--- src/rtl/next_pc_unit.sv ---
// next_pc_unit: program-counter register and next-PC selection for the
// single-cycle MIPS datapath, with a small BOOT/RUN/HALT/FAULT control FSM
// for stall, halt/resume and misaligned-target handling.
// Optional build macro: PERF_CNT_EN adds instr_cnt and br_taken_cnt.
module next_pc_unit #(
   parameter int             N            = 32,
   parameter logic [N-1:0]   RESET_VECTOR = 32'h0000_0000
) (
   input  logic          clk,
   input  logic          rst_n,
   input  logic          stall,
   input  logic          branch,
   input  logic          zero,
   input  logic          jump,
   input  logic [N-1:0]  shift_imm,
   input  logic [25:0]   instr_index,
   input  logic          halt_req,
   input  logic          resume,
   output logic [N-1:0]  pc,
   output logic [N-1:0]  pc_plus4,
   output logic [N-1:0]  pc_branch,
   output logic          fetch_valid,
   output logic          fault,
   output logic [N-1:0]  fault_pc,
   output logic [1:0]    state
`ifdef PERF_CNT_EN
   ,
   output logic [31:0]   instr_cnt,
   output logic [31:0]   br_taken_cnt
`endif
);

   typedef enum logic [1:0] {
      BOOT  = 2'b00,
      RUN   = 2'b01,
      HALT  = 2'b10,
      FAULT = 2'b11
   } state_t;

   localparam logic [N-1:0] PC_INC = N'(3'd4);

   // A target is legal only when it lands on a word boundary.
   function automatic logic is_word_aligned(input logic [N-1:0] addr);
      return (addr[1:0] == 2'b00);
   endfunction

   state_t        state_r;
   state_t        state_n_s;
   logic [N-1:0]  pc_r;
   logic [N-1:0]  pc_n_s;
   logic          fetch_valid_r;
   logic          fault_r;
   logic          fault_n_s;
   logic [N-1:0]  fault_pc_r;
   logic [N-1:0]  fault_pc_n_s;
   logic [N-1:0]  pc_plus4_s;
   logic [N-1:0]  pc_branch_s;
   logic [N-1:0]  jump_target_s;
   logic [N-1:0]  target_s;
   logic          br_sel_s;
   logic          advance_s;

   assign pc_plus4_s  = pc_r + PC_INC;
   assign pc_branch_s = pc_plus4_s + shift_imm;

   // The jump keeps the region bits of pc_plus4 above bit 27 when they exist.
   generate
      if (N > 28) begin : g_jt_region
         assign jump_target_s = {pc_plus4_s[N-1:28], instr_index, 2'b00};
      end else begin : g_jt_flat
         assign jump_target_s = {instr_index, 2'b00};
      end
   endgenerate

   // Target selection: jump beats a taken branch, which beats sequential flow.
   always_comb begin
      target_s = pc_plus4_s;
      br_sel_s = 1'b0;
      if (jump) begin
         target_s = jump_target_s;
      end else if (branch && zero) begin
         target_s = pc_branch_s;
         br_sel_s = 1'b1;
      end else begin
         target_s = pc_plus4_s;
      end
   end

   // Control FSM next-state, next-PC and fault capture.
   always_comb begin
      state_n_s    = state_r;
      pc_n_s       = pc_r;
      fault_n_s    = fault_r;
      fault_pc_n_s = fault_pc_r;
      advance_s    = 1'b0;
      case (state_r)
         BOOT: begin
            state_n_s = RUN;
         end
         RUN: begin
            if (halt_req) begin
               state_n_s = HALT;
            end else if (stall) begin
               state_n_s = RUN;
            end else if (!is_word_aligned(target_s)) begin
               state_n_s    = FAULT;
               fault_n_s    = 1'b1;
               fault_pc_n_s = target_s;
            end else begin
               pc_n_s    = target_s;
               advance_s = 1'b1;
            end
         end
         HALT: begin
            if (resume) begin
               state_n_s = RUN;
            end else begin
               state_n_s = HALT;
            end
         end
         FAULT: begin
            state_n_s = FAULT;
         end
         default: begin
            state_n_s = BOOT;
         end
      endcase
   end

   // State, PC and fault registers; fetch_valid tracks the next state so it
   // rises on the same edge the FSM enters RUN.
   always_ff @(posedge clk) begin
      if (!rst_n) begin
         state_r       <= BOOT;
         pc_r          <= RESET_VECTOR;
         fetch_valid_r <= 1'b0;
         fault_r       <= 1'b0;
         fault_pc_r    <= '0;
      end else begin
         state_r       <= state_n_s;
         pc_r          <= pc_n_s;
         fetch_valid_r <= (state_n_s == RUN);
         fault_r       <= fault_n_s;
         fault_pc_r    <= fault_pc_n_s;
      end
   end

`ifdef PERF_CNT_EN
   logic [31:0] instr_cnt_r;
   logic [31:0] br_taken_cnt_r;

   // Count retired PC advances and the subset that took a branch.
   always_ff @(posedge clk) begin
      if (!rst_n) begin
         instr_cnt_r    <= 32'd0;
         br_taken_cnt_r <= 32'd0;
      end else begin
         if (advance_s) begin
            instr_cnt_r <= instr_cnt_r + 32'd1;
         end else begin
            instr_cnt_r <= instr_cnt_r;
         end
         if (advance_s && br_sel_s) begin
            br_taken_cnt_r <= br_taken_cnt_r + 32'd1;
         end else begin
            br_taken_cnt_r <= br_taken_cnt_r;
         end
      end
   end

   assign instr_cnt    = instr_cnt_r;
   assign br_taken_cnt = br_taken_cnt_r;
`endif

   assign pc          = pc_r;
   assign pc_plus4    = pc_plus4_s;
   assign pc_branch   = pc_branch_s;
   assign fetch_valid = fetch_valid_r;
   assign fault       = fault_r;
   assign fault_pc    = fault_pc_r;
   assign state       = state_r;

endmodule

--- config.mk ---
export PLATFORM = sky130hd
export DESIGN_NAME = next_pc_unit
export DESIGN_NICKNAME = d
export VERILOG_FILES = /design/src/rtl/next_pc_unit.sv
export SDC_FILE = /design/constraint.sdc
export NUM_CORES = 1
export LEC_CHECK = 0
export CORE_MARGIN = 3
export CORE_UTILIZATION = 45
export DETAILED_ROUTE_END_ITERATION = 6
export PLACE_DENSITY = 0.8
export SLEW_MARGIN = 20
export SYNTH_ARGS = -nofsm -noshare
export SYNTH_HDL_FRONTEND = slang
export SYNTH_SLANG_ARGS = --single-unit
--- constraint.sdc ---
create_clock -name clk -period 9.3 [get_ports clk]
set_input_delay 1.86 -clock clk [delete_from_list [all_inputs] [get_ports clk]]
set_output_delay 1.86 -clock clk [all_outputs]
set_load 0.005 [all_outputs]
==> impl_metrics.toml, run 1 <==
[outcome]
outcome = "complete, no violations"

[final_layout]
multiInputGateArea_um2 = 3970
final_nets = 1027
fillers = 1050
final_util_pct = 67.5
register_area_um2 = 1360
num_antenna_cells = 0
drive_above_1_share_pct = 4.96
stdcell_count = 1070
area_growth_pct = 42.5

[floorplan]
row_count = 39
start_util_pct = 47.4
die_h_um = 117
dieArea_um2 = 13700
core_um2 = 11700
dieWidth_um = 117
pin_count = 198

[clocking]
htree_levels = 3
clkLatencyLatePin_ns = 0.33
numCtsBuffers = 9
clockBufferDepth = 2
cts_tree = "done"
ctsHoldBuffers = 0
cts.repair_timing.setup_buffer_count = 0
cts.repair.resized = 0
numClockSinks = 68
path_clk_slew_ns = 0.06
cts_root_buffer = "clkbuf_16"

[setup_path]
ff2ff_setup_slack_ns = 4.35
required_ns = 7.44
critPathArrivalTime_ns = 5.42
cp-start-kind = "primary input"
path_class = "in2out"
cp_max_fo = 6
endpoint_kind = "primary output"

[grt]
grt_pass1_wl_mm = 31.4
grt_max_degree = 52
grt_use_total_pct = 29.1
grt_pass1_vias = 6069
antenna_found_initial = 0
overflow = 0

[route]
wl_mm = 20.4
dr.pass1.iters = 5
initialDrtViolationCount = 629
vias_per_cell = 6.03
vias = 6450
post_drt_wl_per_cell_um = 19.1
antenna_left = 0
drc = 0

[sta]
slew_headroom_pct = 54.3
fin_crit_sh_pct = 78.3
maxSlewViolCount = 0
rsz0062_at_grt = "false"
tightest_slew_ns = 0.684
tns_ns = 0
setup_viol = 0
fmax_mhz = 137
final_hold_viol_count = 0
final.min_clock_period_ns = 7.28
skew_ns = 0.00779

[logic_synthesis]
synth_edf_count = 0
async_flop_share_pct = 0
synth_nets = 853
yosys_warnings = 0
syn-cell-area_um2 = 5550
avgSynthCellArea_um2 = 7.42
synth_cell_type_count = 75
synthCells = 748
seq_area_frac_synth_pct = 24.5
ys_ff_latch = 68
synth_ff_type = "dfxtp_1"

[power]
p_per_area_nw_per_um2 = 116
p_total_uw = 915
vdd_drop_max_mv = 0.0940
p_leak_nw = 3.08

[place]
place.gp.congestion = 0.957
hpwl_mm = 15.8
dp_cells = 1054
port_buffers = 197

[worst_hold_path]
hold_class = "reg2reg"

[job]
maxCapViolCount = 0
## registers in the layout (all words and copies together), names as in the netlist
register,flops
fault_pc,32
state,2
fetch_valid,1
fault,1
pc,32
## metrics by stage
stage | cell area [um^2] | setup WS [ns] | hold slack, ns
after floorplan | 5550 | 3.35 | 0.453
after global placement | 7600 | 2.15 | 0.444
after detailed placement | 7600 | 2.08 | 0.449
after CTS | 7900 | 2.06 | 0.460
after global routing | 7900 | 1.80 | 0.476
final | 7900 | 2.02 | 0.461
## layer usage
layer / share of wire, % / track usage, %
met1: 40 / 34.5
met4: 3.1 / 9.40
met2: 48 / 50.7
met3: 8.7 / 8.53
met5: 0 / 0
## final timing paths
path / start / depth (start not counted) / endpoint
worst max register to register: pc[2]$_SDFFE_PN0P_ / 13 / fault_pc[31]$_SDFFE_PN0P_
worst min register to register: fault_pc[1]$_SDFFE_PN0P_ / 2 / fault_pc[1]$_SDFFE_PN0P_
worst min-delay path: fault_pc[1]$_SDFFE_PN0P_ / 2 / fault_pc[1]$_SDFFE_PN0P_
worst max-delay path: shift_imm[0] / 12 / pc_branch[28]
## synth_stat cells, drive strengths merged, types with 5 or more instances
library cell   n  area [um^2]
nand2         88          330
a21oi         78          390
dfxtp         68         1360
nor2          66          248
o21ai         59          307
ha            38          475
clkbuf        36          135
nand3         34          170
xnor2         27          236
xor2          26          228
nand4         21          138
a21o          13         97.6
nor3          13         70.1
inv           12         45.0
o211ai        12          104
a31oi         11         68.8
and2          11         68.8
and3          10         62.6
nand2b        10         62.6
a211oi         9         77.6
o31ai          8         60.1
or3            8         50.1
buf            7         38.8
and4           6         52.6
a211o          5         43.8
## cells in the final DEF, fill, tap and decap left out, types with 10 or more instances in the layout
cell type / n
clkdlybuf4s50_1: 197
nand2_1: 88
a21oi_1: 78
dfxtp_1: 68
nor2_1: 65
o21ai_0: 49
ha_1: 38
nand3_1: 34
xnor2_1: 27
xor2_1: 26
nand4_1: 20
a21o_1: 13
nor3_1: 12
inv_1: 12
a31oi_1: 11
o211ai_1: 11
and2_1: 11
nand2b_1: 10
and3_1: 10
## power breakdown
part / total [mW] / leakage, nW / internal [mW] / switching (mW)
sequential: 0.311 / 0.551 / 0.299 / 0.0117
combinational: 0.264 / 2.38 / 0.131 / 0.133
clock: 0.339 / 0.146 / 0.209 / 0.131
## cells by family (layout without fill, tap and decap cells)
logic type               Yosys count  after routing  share of synthesized area [%]
AND/OR/NAND/NOR                  289            289                           25.5
AO/OA/AOI/OAI                    238            238                           27.9
flip-flops                        68             68                           24.5
buffers and inverters             57            236                           4.08
XOR/XNOR                          53             53                           8.37
adder cells (fa/ha/maj)           39             39                           8.93
multiplexers                       4              4                          0.722
## final cells by class
type                       count  share of cell area, %
clock buffer                   9                   2.85
timing repair buffer         206                   25.8
inverter                      14                  0.665
sequential                    68                   17.2
clock inverter                 7                  0.981
tap                          143                   2.26
multi-input combinational    623                   50.2
## critical path, stage by stage
cell             delay (ns)
clkdlybuf4s50_1        0.41
ha_1                   0.25
fa_1                   0.40
a21oi_1                0.21
o21ai_0                0.14
a21oi_1                0.50
o21ai_2                0.17
a21o_1                 0.25
and2_1                 0.19
o311ai_1               0.51
inv_1                  0.08
clkdlybuf4s50_1        0.46
Note: power is estimated with default switching activity, not from simulation.
==> inputs of run 2 (changes only) <==
--- a/config.mk
+++ b/config.mk
@@ -6,9 +6,9 @@
 export NUM_CORES = 1
 export LEC_CHECK = 0
 export CORE_MARGIN = 3
-export CORE_UTILIZATION = 45
+export CORE_UTILIZATION = 42
 export DETAILED_ROUTE_END_ITERATION = 6
-export PLACE_DENSITY = 0.8
+export PLACE_DENSITY = 0.79
 export SLEW_MARGIN = 20
 export SYNTH_ARGS = -nofsm -noshare
 export SYNTH_HDL_FRONTEND = slang
==> constraint.sdc (replaced) <==
create_clock -name clk -period 6.25 [get_ports clk]
set_input_delay 1.25 -clock clk [delete_from_list [all_inputs] [get_ports clk]]
set_output_delay 1.25 -clock clk [all_outputs]
set_load 0.005 [all_outputs]
==> run 2 against run 1 <==
  * Global-route usage is 0.78 points lower
  * First-iteration DRC count is 23% lower
  * Clock skew is 0.0047 ns lower
  * Worst hold slack worse by 0.0055 ns
  * Clock power is 37% higher
  * Setup slack worse by 1.8 ns
  * Die area is 6.8% higher
  * Via count is 0.73% lower
  * Critical path depth is 1 higher
  * Combinational power is 52% higher
  * Design area is 1.0% higher
==> impl_metrics.toml, run 2 (same netlist as run 1, synthesis figures left out) <==
[outcome]
outcome = "complete, no violations"

[floorplan]
pin_count = 198
dieWidth_um = 121
row_count = 41
core_um2 = 12800
die_h_um = 121
start_util_pct = 43.4
dieArea_um2 = 14600

[setup_path]
cp-startpoint = "pc[11]$_SDFFE_PN0P_"
crit_slowest_cell = "clkdlybuf4s50_1"
r2r_end = "fault_pc[31]$_SDFFE_PN0P_"
path_class = "reg2out"
endpoint_kind = "primary output"
cp_max_fo = 7
reg2reg_depth = 12
slowest_delay_ns = 0.52
cp-start-kind = "flop"
cp_cell_sequence = "nand4_1, or3b_1, nor3_1, nand3_1, xnor2_1, ha_1, a21o_1, a2111oi_2, nor2_1, a2111oi_2, or3_4, xnor2_1, clkdlybuf4s50_1"
timing.rr.start = "pc[11]$_SDFFE_PN0P_"
endpoint = "pc_branch[31]"
ff2ff_setup_slack_ns = 1.88
critPathArrivalTime_ns = 4.75
required_ns = 5.00

[sta]
skew_ns = 0.00309
maxSlewViolCount = 0
setup_slack_ns = 0.252
final_hold_viol_count = 0
slew_headroom_pct = 31.5
fmax_mhz = 167
setup_viol = 0
tightest_slew_ns = 1.01
final.min_clock_period_ns = 6.00
fin_crit_sh_pct = 96.0

[grt]
antenna_found_initial = 0
grt_pass1_wl_mm = 32.9
grt_pass1_vias = 6224
grt_max_degree = 52
overflow = 0
grt_use_total_pct = 28.4

[place]
dp_cells = 1090
port_buffers = 197
hpwl_mm = 16.5
place.gp.congestion = 0.970
place_worst_setup_slack_ns = 0.338
dpl_cell_area_um2 = 7680

[route]
initialDrtViolationCount = 484
wl_mm = 21.1
dr.pass1.iters = 6
vias_per_cell = 5.79
antenna_left = 0
vias = 6403
post_drt_wl_per_cell_um = 19.1
drc = 0

[final_layout]
fin_area_um2 = 7980
num_antenna_cells = 0
fillers = 1126
drive_above_1_share_pct = 6.00
final_nets = 1035
multiInputGateArea_um2 = 3980
mostFrequentLayoutCells = "clkdlybuf4s50_1, nand2_1, a21oi_1"
final_common_cell = "clkdlybuf4s50_1"
stdcell_count = 1106
final_util_pct = 62.5
register_area_um2 = 1360
area_growth_pct = 43.9

[clocking]
cts_root_buffer = "clkbuf_16"
ctsHoldBuffers = 0
clkLatencyLatePin_ns = 0.33
htree_levels = 3
path_clk_slew_ns = 0.05
clockBufferDepth = 2
numCtsBuffers = 9
numClockSinks = 68
cts_tree = "done"

[job]
maxCapViolCount = 0

[power]
vdd_drop_max_mv = 0.148
p_leak_nw = 3.12
p_per_area_nw_per_um2 = 166
p_total_mw = 1.33

[worst_hold_path]
hold_class = "reg2reg"
run 2: cell count changes in the layout (fill, tap and decap cells not counted), sizes merged:
cell	previous run	this run
buf	9	17
bufinv	1	0
clkbuf	9	13
clkinv	7	4
clkinvlp	1	0
run 2: report_power, final:
part | internal, mW | leakage (nW) | switching (mW)
clock | 0.286 | 0.135 | 0.177
combinational | 0.200 | 2.43 | 0.201
sequential | 0.446 | 0.551 | 0.0160
total | 0.932 | 3.12 | 0.395
run 2: how the worst min path moves through the flow:
| stage | start | endpoint | slack, ns | cells after the start |
|---|---|---|---|---|
| 4_1_cts | fault_pc[15]$_SDFFE_PN0P_ | fault_pc[15]$_SDFFE_PN0P_ | 0.46 | 2 |
| 5_1_grt | fault_pc[0]$_SDFFE_PN0P_ | fault_pc[0]$_SDFFE_PN0P_ | 0.49 | 2 |
| 3_5_place_dp | fault_pc[15]$_SDFFE_PN0P_ | fault_pc[15]$_SDFFE_PN0P_ | 0.45 | 2 |
| 2_1_floorplan | fault_pc[0]$_SDFFE_PN0P_ | fault_pc[0]$_SDFFE_PN0P_ | 0.45 | 2 |
| 3_3_place_gp | fault_pc[15]$_SDFFE_PN0P_ | fault_pc[15]$_SDFFE_PN0P_ | 0.44 | 2 |
| 6_report | fault_pc[15]$_SDFFE_PN0P_ | fault_pc[15]$_SDFFE_PN0P_ | 0.46 | 2 |
run 2: through the flow:
step | hold WS, ns | TNS [ns]
global route | 0.486 | -0.00659
global placement | 0.444 | 0
finish | 0.456 | 0
floorplan | 0.453 | 0
CTS | 0.459 | 0
detailed placement | 0.449 | 0
run 2: repair_timing:
item                       4_1_cts  5_1_grt
setup endpoints to repair        1        4
hold endpoints to repair         0        0
resized for setup                1        4
pin swaps                        0        0
buffers inserted                 0        1
run 2: metal layers:
layer	share of wire [%]	wire, um	track usage (%)
met5	0	0	0
met4	3.3	702	9.35
met3	9.3	1970	8.81
met2	48	10100	48.7
met1	39	8280	33.6
run 2: final cells by class:
class / instances / share of cell area (%)
flip-flops and latches: 68 / 17.1
inverters: 14 / 0.658
multi-input cells: 623 / 49.9
well taps: 172 / 2.70
clock buffers: 13 / 3.26
clock inverters: 2 / 0.125
repair buffers: 214 / 26.3
run 2: critical path, delay by kind of cell, from the launching register on:
family | cells | cell delay, ns
DFF | 1 | 0.44
AOI/OAI and AO/OA | 3 | 0.99
xor gates and xnor gates | 2 | 0.62
and+or+nand+nor | 6 | 1.44
adders and majority gates | 1 | 0.41
buffers and inverters | 1 | 0.52
